<file path="src/rtl/gpio_apb_pkg.sv">
// gpio_apb shared constants
// Register offsets (Paddr[3:2]) and reset values
package gpio_apb_pkg;

  localparam logic [1:0] GPIO_TX  = 2'd0;
  localparam logic [1:0] GPIO_DIR = 2'd1;
  localparam logic [1:0] GPIO_DSE = 2'd2;
  localparam logic [1:0] GPIO_RX  = 2'd3;

  localparam logic [7:0] TX_RST  = 8'h00;
  localparam logic [7:0] DIR_RST = 8'hFF;
  localparam logic [7:0] DSE_RST = 8'h00;

endpackage

</file>
<file path="src/rtl/gpio_apb_if.sv">
// APB slave bus bundle for gpio_apb
// Zero-wait-state APB, no slave error
interface gpio_apb_if;

  logic        Psel;
  logic        Penable;
  logic        Pwrite;
  logic [31:0] Paddr;
  logic [31:0] Pwdata;
  logic [3:0]  strobe;
  logic [31:0] Prdata;
  logic        Pready;

  modport master (
    output Psel, Penable, Pwrite,
    output Paddr, Pwdata, strobe,
    input  Prdata, Pready
  );

  modport slave (
    input  Psel, Penable, Pwrite,
    input  Paddr, Pwdata, strobe,
    output Prdata, Pready
  );

endinterface

</file>
<file path="src/rtl/gpio_apb_sync2.sv">
// gpio_sync2: 8-bit two-flop input synchronizer
// Async active-low reset clears both stages
module gpio_sync2 (
  input  logic       clock,
  input  logic       reset,
  input  logic [7:0] d,
  output logic [7:0] q
);

  logic [7:0] meta;

  // first stage may go metastable; second stage is the clean copy
  always_ff @(posedge clock or negedge reset) begin
    if (!reset) begin
      meta <= 8'h00;
      q    <= 8'h00;
    end else begin
      meta <= d;
      q    <= meta;
    end
  end

endmodule

</file>
<file path="src/rtl/gpio_apb.sv">
// gpio_apb: 8-pin GPIO behind an APB slave port
// TX/DIR/DSE registers, synchronized RX readback
module gpio_apb
  import gpio_apb_pkg::*;
(
  input  logic       clock,
  input  logic       reset,
  gpio_apb_if.slave  bus,
  input  logic [7:0] pindata,
  output logic [7:0] Rx,
  output logic [7:0] Tx,
  output logic [7:0] datanw,
  output logic [7:0] DSE
);

  logic [1:0] sel;
  logic       wr;
  logic [7:0] rd;
  logic       unused_bits;

  assign sel = bus.Paddr[3:2];
  assign wr  = bus.Psel & bus.Penable
             & bus.Pwrite & bus.strobe[0];

  assign bus.Pready = bus.Psel & bus.Penable;

  // upper address, byte offset and high lanes are don't-care
  assign unused_bits = ^{bus.Paddr[31:4],
                         bus.Paddr[1:0],
                         bus.Pwdata[31:8],
                         bus.strobe[3:1]};

  gpio_sync2 u_sync (
    .clock (clock),
    .reset (reset),
    .d     (pindata),
    .q     (Rx)
  );

  // register file; RX offset silently drops writes
  always_ff @(posedge clock or negedge reset) begin
    if (!reset) begin
      Tx     <= TX_RST;
      datanw <= DIR_RST;
      DSE    <= DSE_RST;
    end else if (wr) begin
      case (sel)
        GPIO_TX:  Tx     <= bus.Pwdata[7:0];
        GPIO_DIR: datanw <= bus.Pwdata[7:0];
        GPIO_DSE: DSE    <= bus.Pwdata[7:0];
        default:  ;
      endcase
    end
  end

  // read mux, live in both setup and access phases
  always_comb begin
    rd = 8'h00;
    case (sel)
      GPIO_TX:  rd = Tx;
      GPIO_DIR: rd = datanw;
      GPIO_DSE: rd = DSE;
      GPIO_RX:  rd = Rx;
      default:  rd = 8'h00;
    endcase
  end

  // drive read data only for selected reads
  always_comb begin
    bus.Prdata = 32'h0;
    if (bus.Psel && !bus.Pwrite)
      bus.Prdata = {24'h0, rd};
  end

endmodule

</file>
<file path="src/flat_wrapper.sv">
// flat-port wrapper written by rule: the top's interface ports become plain ports
module gpio_apb_flat import gpio_apb_pkg::*;
  (clock, reset, pindata, Rx, Tx, datanw, DSE, bus_Psel, bus_Penable, bus_Pwrite, bus_Paddr, bus_Pwdata, bus_strobe, bus_Prdata, bus_Pready);
  gpio_apb_if bus_i ();
  input  logic clock;
  input  logic reset;
  input  logic [7:0] pindata;
  output logic [7:0] Rx;
  output logic [7:0] Tx;
  output logic [7:0] datanw;
  output logic [7:0] DSE;
  input wire logic [$bits(bus_i.Psel)-1:0] bus_Psel;
  input wire logic [$bits(bus_i.Penable)-1:0] bus_Penable;
  input wire logic [$bits(bus_i.Pwrite)-1:0] bus_Pwrite;
  input wire logic [$bits(bus_i.Paddr)-1:0] bus_Paddr;
  input wire logic [$bits(bus_i.Pwdata)-1:0] bus_Pwdata;
  input wire logic [$bits(bus_i.strobe)-1:0] bus_strobe;
  output wire logic [$bits(bus_i.Prdata)-1:0] bus_Prdata;
  output wire logic [$bits(bus_i.Pready)-1:0] bus_Pready;
  assign bus_i.Psel = bus_Psel;
  assign bus_i.Penable = bus_Penable;
  assign bus_i.Pwrite = bus_Pwrite;
  assign bus_i.Paddr = bus_Paddr;
  assign bus_i.Pwdata = bus_Pwdata;
  assign bus_i.strobe = bus_strobe;
  assign bus_Prdata = bus_i.Prdata;
  assign bus_Pready = bus_i.Pready;
  gpio_apb u_core (.clock(clock), .reset(reset), .bus(bus_i), .pindata(pindata), .Rx(Rx), .Tx(Tx), .datanw(datanw), .DSE(DSE));
endmodule
</file>
<file path="config.mk">
export PLATFORM = sky130hd
export DESIGN_NAME = gpio_apb_flat
export DESIGN_NICKNAME = d
export VERILOG_FILES = /design/src/rtl/gpio_apb_pkg.sv /design/src/rtl/gpio_apb_if.sv /design/src/rtl/gpio_apb_sync2.sv /design/src/rtl/gpio_apb.sv /design/src/flat_wrapper.sv
export SDC_FILE = /design/constraint.sdc
export NUM_CORES = 1
export LEC_CHECK = 0
export ABC_AREA = 1
export ABC_CLOCK_PERIOD_IN_PS = 1440
export CAP_MARGIN = 20
export CELL_PAD_IN_SITES_DETAIL_PLACEMENT = 0
export CELL_PAD_IN_SITES_GLOBAL_PLACEMENT = 2
export CORE_MARGIN = 1
export CORE_UTILIZATION = 18
export CTS_BUF_LIST = sky130_fd_sc_hd__clkbuf_8
export CTS_CLUSTER_SIZE = 25
export DETAILED_ROUTE_END_ITERATION = 16
export GPL_TIMING_DRIVEN = 0
export MAX_ROUTING_LAYER = met4
export PLACE_DENSITY = 0.91
export SKIP_CTS_REPAIR_TIMING = 1
export SLEW_MARGIN = 0
export SYNTH_ARGS = -nofsm -noshare
export SYNTH_HDL_FRONTEND = slang
export SYNTH_SLANG_ARGS = --single-unit
export TNS_END_PERCENT = 50
</file>
<file path="constraint.sdc">
create_clock -name clock -period 1.44 [get_ports clock]
set_clock_uncertainty 0.05 [all_clocks]
set_input_delay 0.36 -clock clock [delete_from_list [all_inputs] [get_ports clock]]
set_output_delay 0.36 -clock clock [all_outputs]
set_load 0.01 [all_outputs]
</file>
# Yosys cells after proc, flatten, opt, wreduce, memory -nomap -nowiden
# Index checks and enable logic that the tools add are counted.
word_totals:
  register_bits: 40
  latch_bits: 0
  ramBits: 0
  rom_bits: 0
  inputBits: 81
  out_inout_bits: 65
  elab_cells: 19
  n_memories: 0
classes:
  add_sub_neg: 0
  mul: 0
  div_mod_pow: 0
  magnitude_cmp: 0
  n_eq_ne: 3
  shifts: 0
  muxes: 2
  bitwise_logic: 3
  reduce_logical: 6
ops:
  columns: ["op", "count"]
  rows:
  - ["case mux 8 bit (4 select lines)", 1]
  - ["two-way mux 8 bit", 1]
  - ["AND reduction 2 bit", 3]
  - ["== test 2 bit (second input constant)", 2]
  - ["AND 1 bit", 3]
  - ["== test 2 x 1 -> 1 bit (second input constant)", 1]
  - ["logical NOT 2 bit", 1]
  - ["logical AND 1 bit", 1]
  - ["logical NOT 1 bit", 1]

# Depth between registers and ports, before layout
depth:
  ltp_word: 4
  depth_mapped: 7

# Hierarchy
# From an unflattened synthesis, not the netlist that was laid out.
hier_totals:
  hier_cells: 223
  area_unflattened_um2: 1988.2
modules_own_cells:
  columns: ["module", "instances", "cells_each", "area_each_um2", "seq_area_each_um2"]
  rows:
  - ["gpio_apb", 1, 207, 1587.8, 610.6]
  - ["gpio_sync2", 1, 16, 400.4, 400.4]

# Least setup slack after synthesis
# Ideal clock, no wire load.
synth_timing:
  path_type: "input -> output"
  start: "input bus_Paddr[2]"
  end: "output bus_Prdata[6]"
  arrival_ps: 1021
  required_time_ps: 1030
  slack_ps: 9
  stages: 5
  n_path_buf: 2
  path_cell_list: "buf_4 > buf_4 > a21oi_1 > nor2_1 > nor2_1"
synth_between:
  elab_chain_len: 3
  elab_cells_between_ends: 6
synth_rtl:
  columns: ["element", "line", "rtl"]
  rows:
  - ["from (decl)", "flat_wrapper.sv:15", "input wire logic [$bits(bus_i.Paddr)-1:0] bus_Paddr;"]
  - ["== test 2 bit (tied with other cells)", "gpio_apb.sv:59", "case (sel)"]
  - ["case mux 8 bit (4 select lines) *", "gpio_apb.sv:59", null]
  - ["two-way mux 8 bit *", "gpio_apb.sv:71", "if (bus.Psel && !bus.Pwrite)"]
  - ["to (decl)", "flat_wrapper.sv:18", "output wire logic [$bits(bus_i.Prdata)-1:0] bus_Prdata;"]
# Mark *: on every way between the ends. The rest lies on a longest branch, timed or not.

# Final worst setup path
layout_timing:
  start: "register u_core.datanw[1]"
  end: "output bus_Prdata[1]"
layout_between:
  elab_chain_len: 2
layout_rtl:
  columns: ["element", "line", "rtl"]
  rows:
  - ["from (decl)", "gpio_apb.sv:12", "output logic [7:0] datanw,"]
  - ["from (signal assigned)", "gpio_apb.sv:49", "GPIO_DIR: datanw <= bus.Pwdata[7:0];"]
  - ["case mux 8 bit (4 select lines)", "gpio_apb.sv:59", null]
  - ["two-way mux 8 bit", "gpio_apb.sv:71", null]
# No other way between the ends.

==> results.rst <==
.. list-table::
   :header-rows: 1

   * - Metric
     - Value
   * - Outcome
     - complete, but fails checks
   * - Violations in the final reports
     - negative setup slack
   * - Final ANT Viol Nets
     - 0
   * - Routed length on met1
     - 2413 microns
   * - Y dimension of the die
     - 106.8 microns
   * - NumNets Final
     - 403
   * - Routed vias
     - 1721
   * - Biggest area contributors in the synthesized netlist
     - dfrtp_1 41%, nand2_1 11%, buf_4 11%
   * - Average wire per standard cell
     - 12.16 microns
   * - Skew-Pair Late Insertion Delay
     - 290 ps
   * - Vias in the first global route
     - 1581
   * - Area of the mapped netlist
     - 1977 sq um
   * - Highest metal layer used by the detailed router
     - met4
   * - Final weighted congestion in routability-driven placement
     - 0.7416
   * - Number of clock sinks
     - 40
   * - Share of layout cells above drive strength 1
     - 28.17%
   * - DR WL met3
     - 350 microns
   * - DRC violation total after the first TritonRoute iteration
     - 68
   * - Starting density of the core
     - 18.81%
   * - H-tree depth
     - 2
   * - Post-layout worst setup margin
     - -280.5 ps
   * - Total power
     - 3138 uW
   * - Root Buffer Master
     - clkbuf_8
   * - Unrepaired setup endpoints after global routing
     - true
   * - Die Area
     - 11410 sq um
   * - Buffers on Ports
     - 62
   * - Wire length after detailed routing
     - 5580 microns
   * - Mean cell area of the mapped netlist
     - 8.865 sq um
   * - Gate Count Post-Synth
     - 223
   * - Crit path max fanout
     - 3
   * - Number of setup violations in the final report
     - 10
   * - Crit path arrival time
     - 1310 ps
   * - Reg2reg setup slack
     - 570 ps
   * - Number of vias per cell after detailed routing
     - 3.749
   * - Minimum clock period
     - 1721 ps
   * - Total area of multi-input combinational cells
     - 787.0 sq um
   * - Final slew viol count
     - 0
   * - Actual transition at the worst max-transition pin
     - 909.1 ps
   * - Worst min-delay path category
     - primary input to asynchronous set/reset pin
   * - Pin count of the biggest net entering global routing
     - 41
   * - Share of the synthesized area in the top cell type
     - 40.51%
   * - CP required
     - 1030 ps
   * - Global-route usage over all layers
     - 9.926%
   * - Antenna violations before repair
     - 0
   * - Cell taking the most area after synthesis
     - dfrtp_1
   * - Total leakage power
     - 0.001856 uW
   * - Global route total overflow
     - 0
   * - DRC violation count after routing
     - 0
   * - FF/Latch Area
     - 1011 sq um
   * - Power density relative to cell area
     - 1026 nW/um^2
   * - CTS tree
     - done
   * - Number of unique standard cell types used by synthesis
     - 16
   * - Share of the cycle needed by the critical path after routing
     - 119.5%
   * - Buffer levels on the longest clock path
     - 2
   * - Fillers
     - 1122
   * - Row count
     - 37
   * - Sequential area share after synthesis
     - 51.14%
   * - Worst reg-to-reg path cell count
     - 3
   * - Setup CP Type
     - register to output port
   * - P&R area growth vs syn
     - 54.75%
   * - Ports placed on the boundary
     - 146
   * - Routed wl met2
     - 2763 microns
   * - Kind of start point of the critical path
     - register
   * - Crit. End Element
     - output port
   * - Half-perimeter wire length after detailed placement
     - 4411 microns
   * - First-pass iteration count of the detailed router
     - 4
   * - Max Cap Violations
     - 0
   * - Worst slack on hold paths
     - 124.1 ps
   * - Number of buffers created by CTS
     - 5
   * - Die width
     - 106.8 microns
   * - Endpoints failing hold
     - 0
   * - Worst IR drop on VDD
     - 0.0005091 V
   * - Highest clock rate
     - 581.2 MHz
   * - Crit Reg-Reg Endpoint
     - u_core.datanw[2]
   * - Flip-flop and latch count after synthesis
     - 40
   * - Clock transition at path regs
     - 80 ps
   * - Global-route wire length before repair
     - 8148 microns
   * - Core ar.
     - 10510 sq um
   * - Warnings from Yosys
     - 0
   * - Max-Slew Margin vs Limit
     - 39.39%
   * - Number of antenna repair diodes
     - 0
   * - Start of the worst register-to-register path
     - u_core.datanw[2]
-- where the power goes --
group | internal [uW] | total (uW) | switching [uW]
Combinational | 422 | 834 | 411
Sequential | 1300 | 1410 | 111
Clock | 507 | 890 | 383
Total | 2230 | 3140 | 906
-- Yosys cell counts, drive strengths merged --
master  count
nor2       20
nand2      63
dfrtp      32
conb        1
a21oi       7
o21ai       8
nand3      41
buf        31
dfstp       8
inv        12
-- metal layers --
layer / track usage (%) / vias to the layer above
li1: - / 865
met4: 2.348 / 0
met3: 2.675 / 7
met1: 12.09 / 799
met5: - / -
met2: 16.36 / 50
-- registers in the layout (all words and copies together), names as in the netlist --
name	count
u_core.u_sync.meta	8
u_core.DSE	8
u_core.Tx	8
u_core.datanw	8
u_core.u_sync.q	8
-- cell families (layout without fill, tap and decap cells) --
group | after synthesis | after routing | synth area share, %
AND/OR/NAND/NOR | 124 | 124 | 29.75
buffers and inverters | 43 | 120 | 15.13
flip-flops | 40 | 40 | 51.14
AO/OA/AOI/OAI | 15 | 15 | 3.797
other | 1 | 24 | 0.1897
-- through the flow --
step                cells  setup TNS [ps]  area, sq um  setup WS (ps)  utilization, %
floorplan             246               0         2063          8.650               -
global placement      444          -48150         2854          -1112           27.16
detailed placement    444          -14060         2849          -1153           27.11
CTS                   452          -17400         2957          -1151           28.13
global route          459           -2767         3059         -361.1           29.11
finish                459           -2015         3059         -280.5           29.11
-- cell type report --
type,instances,area share (%)
Inverter,12,1.800
Sequential cell,40,33.05
Buffer,31,7.975
Timing Repair Buffer,69,22.37
Clock buffer,5,2.249
Tap cell,136,5.562
Clock inverter,3,1.268
Multi-Input combinational cell,163,25.73
-- how the worst max path moves through the flow --
stage                startpoint             to  slack [ps]
5_1_grt        u_core.datanw[2]  bus_Prdata[2]        -360
6_report       u_core.datanw[1]  bus_Prdata[1]        -280
3_5_place_dp           bus_Psel  bus_Prdata[1]       -1150
3_3_place_gp           bus_Psel  bus_Prdata[1]       -1110
2_1_floorplan      bus_Paddr[2]  bus_Prdata[6]           9
4_1_cts                bus_Psel  bus_Prdata[1]       -1150
-- cell usage in the layout (no fill, tap or decap) --
| cell type | instances |
|---|---|
| a21oi_1 | 6 |
| a21oi_2 | 1 |
| buf_2 | 10 |
| buf_4 | 33 |
| buf_6 | 8 |
| bufinv_16 | 1 |
| clkbuf_2 | 4 |
| clkbuf_8 | 5 |
| clkdlybuf4s50_1 | 17 |
| clkinv_2 | 1 |
| conb_1 | 24 |
| dfrtp_1 | 32 |
| dfstp_2 | 8 |
| dlymetal6s2s_1 | 28 |
| inv_1 | 9 |
| inv_2 | 1 |
| inv_4 | 2 |
| inv_6 | 1 |
| nand2_1 | 56 |
| nand2_2 | 5 |
| nand2_4 | 2 |
| nand3_1 | 39 |
| nand3_2 | 2 |
| nor2_1 | 13 |
| nor2_2 | 3 |
| nor2_4 | 1 |
| nor2_8 | 3 |
| o21ai_0 | 8 |
-- critical path, stage by stage (launching register included) --
cell and delay (ps):
dfstp_2 560, nand3_2 70, nand2_2 70, nor2_2 40, nor2_1 130, buf_2 150
Note: power is estimated with default switching activity, not from simulation.
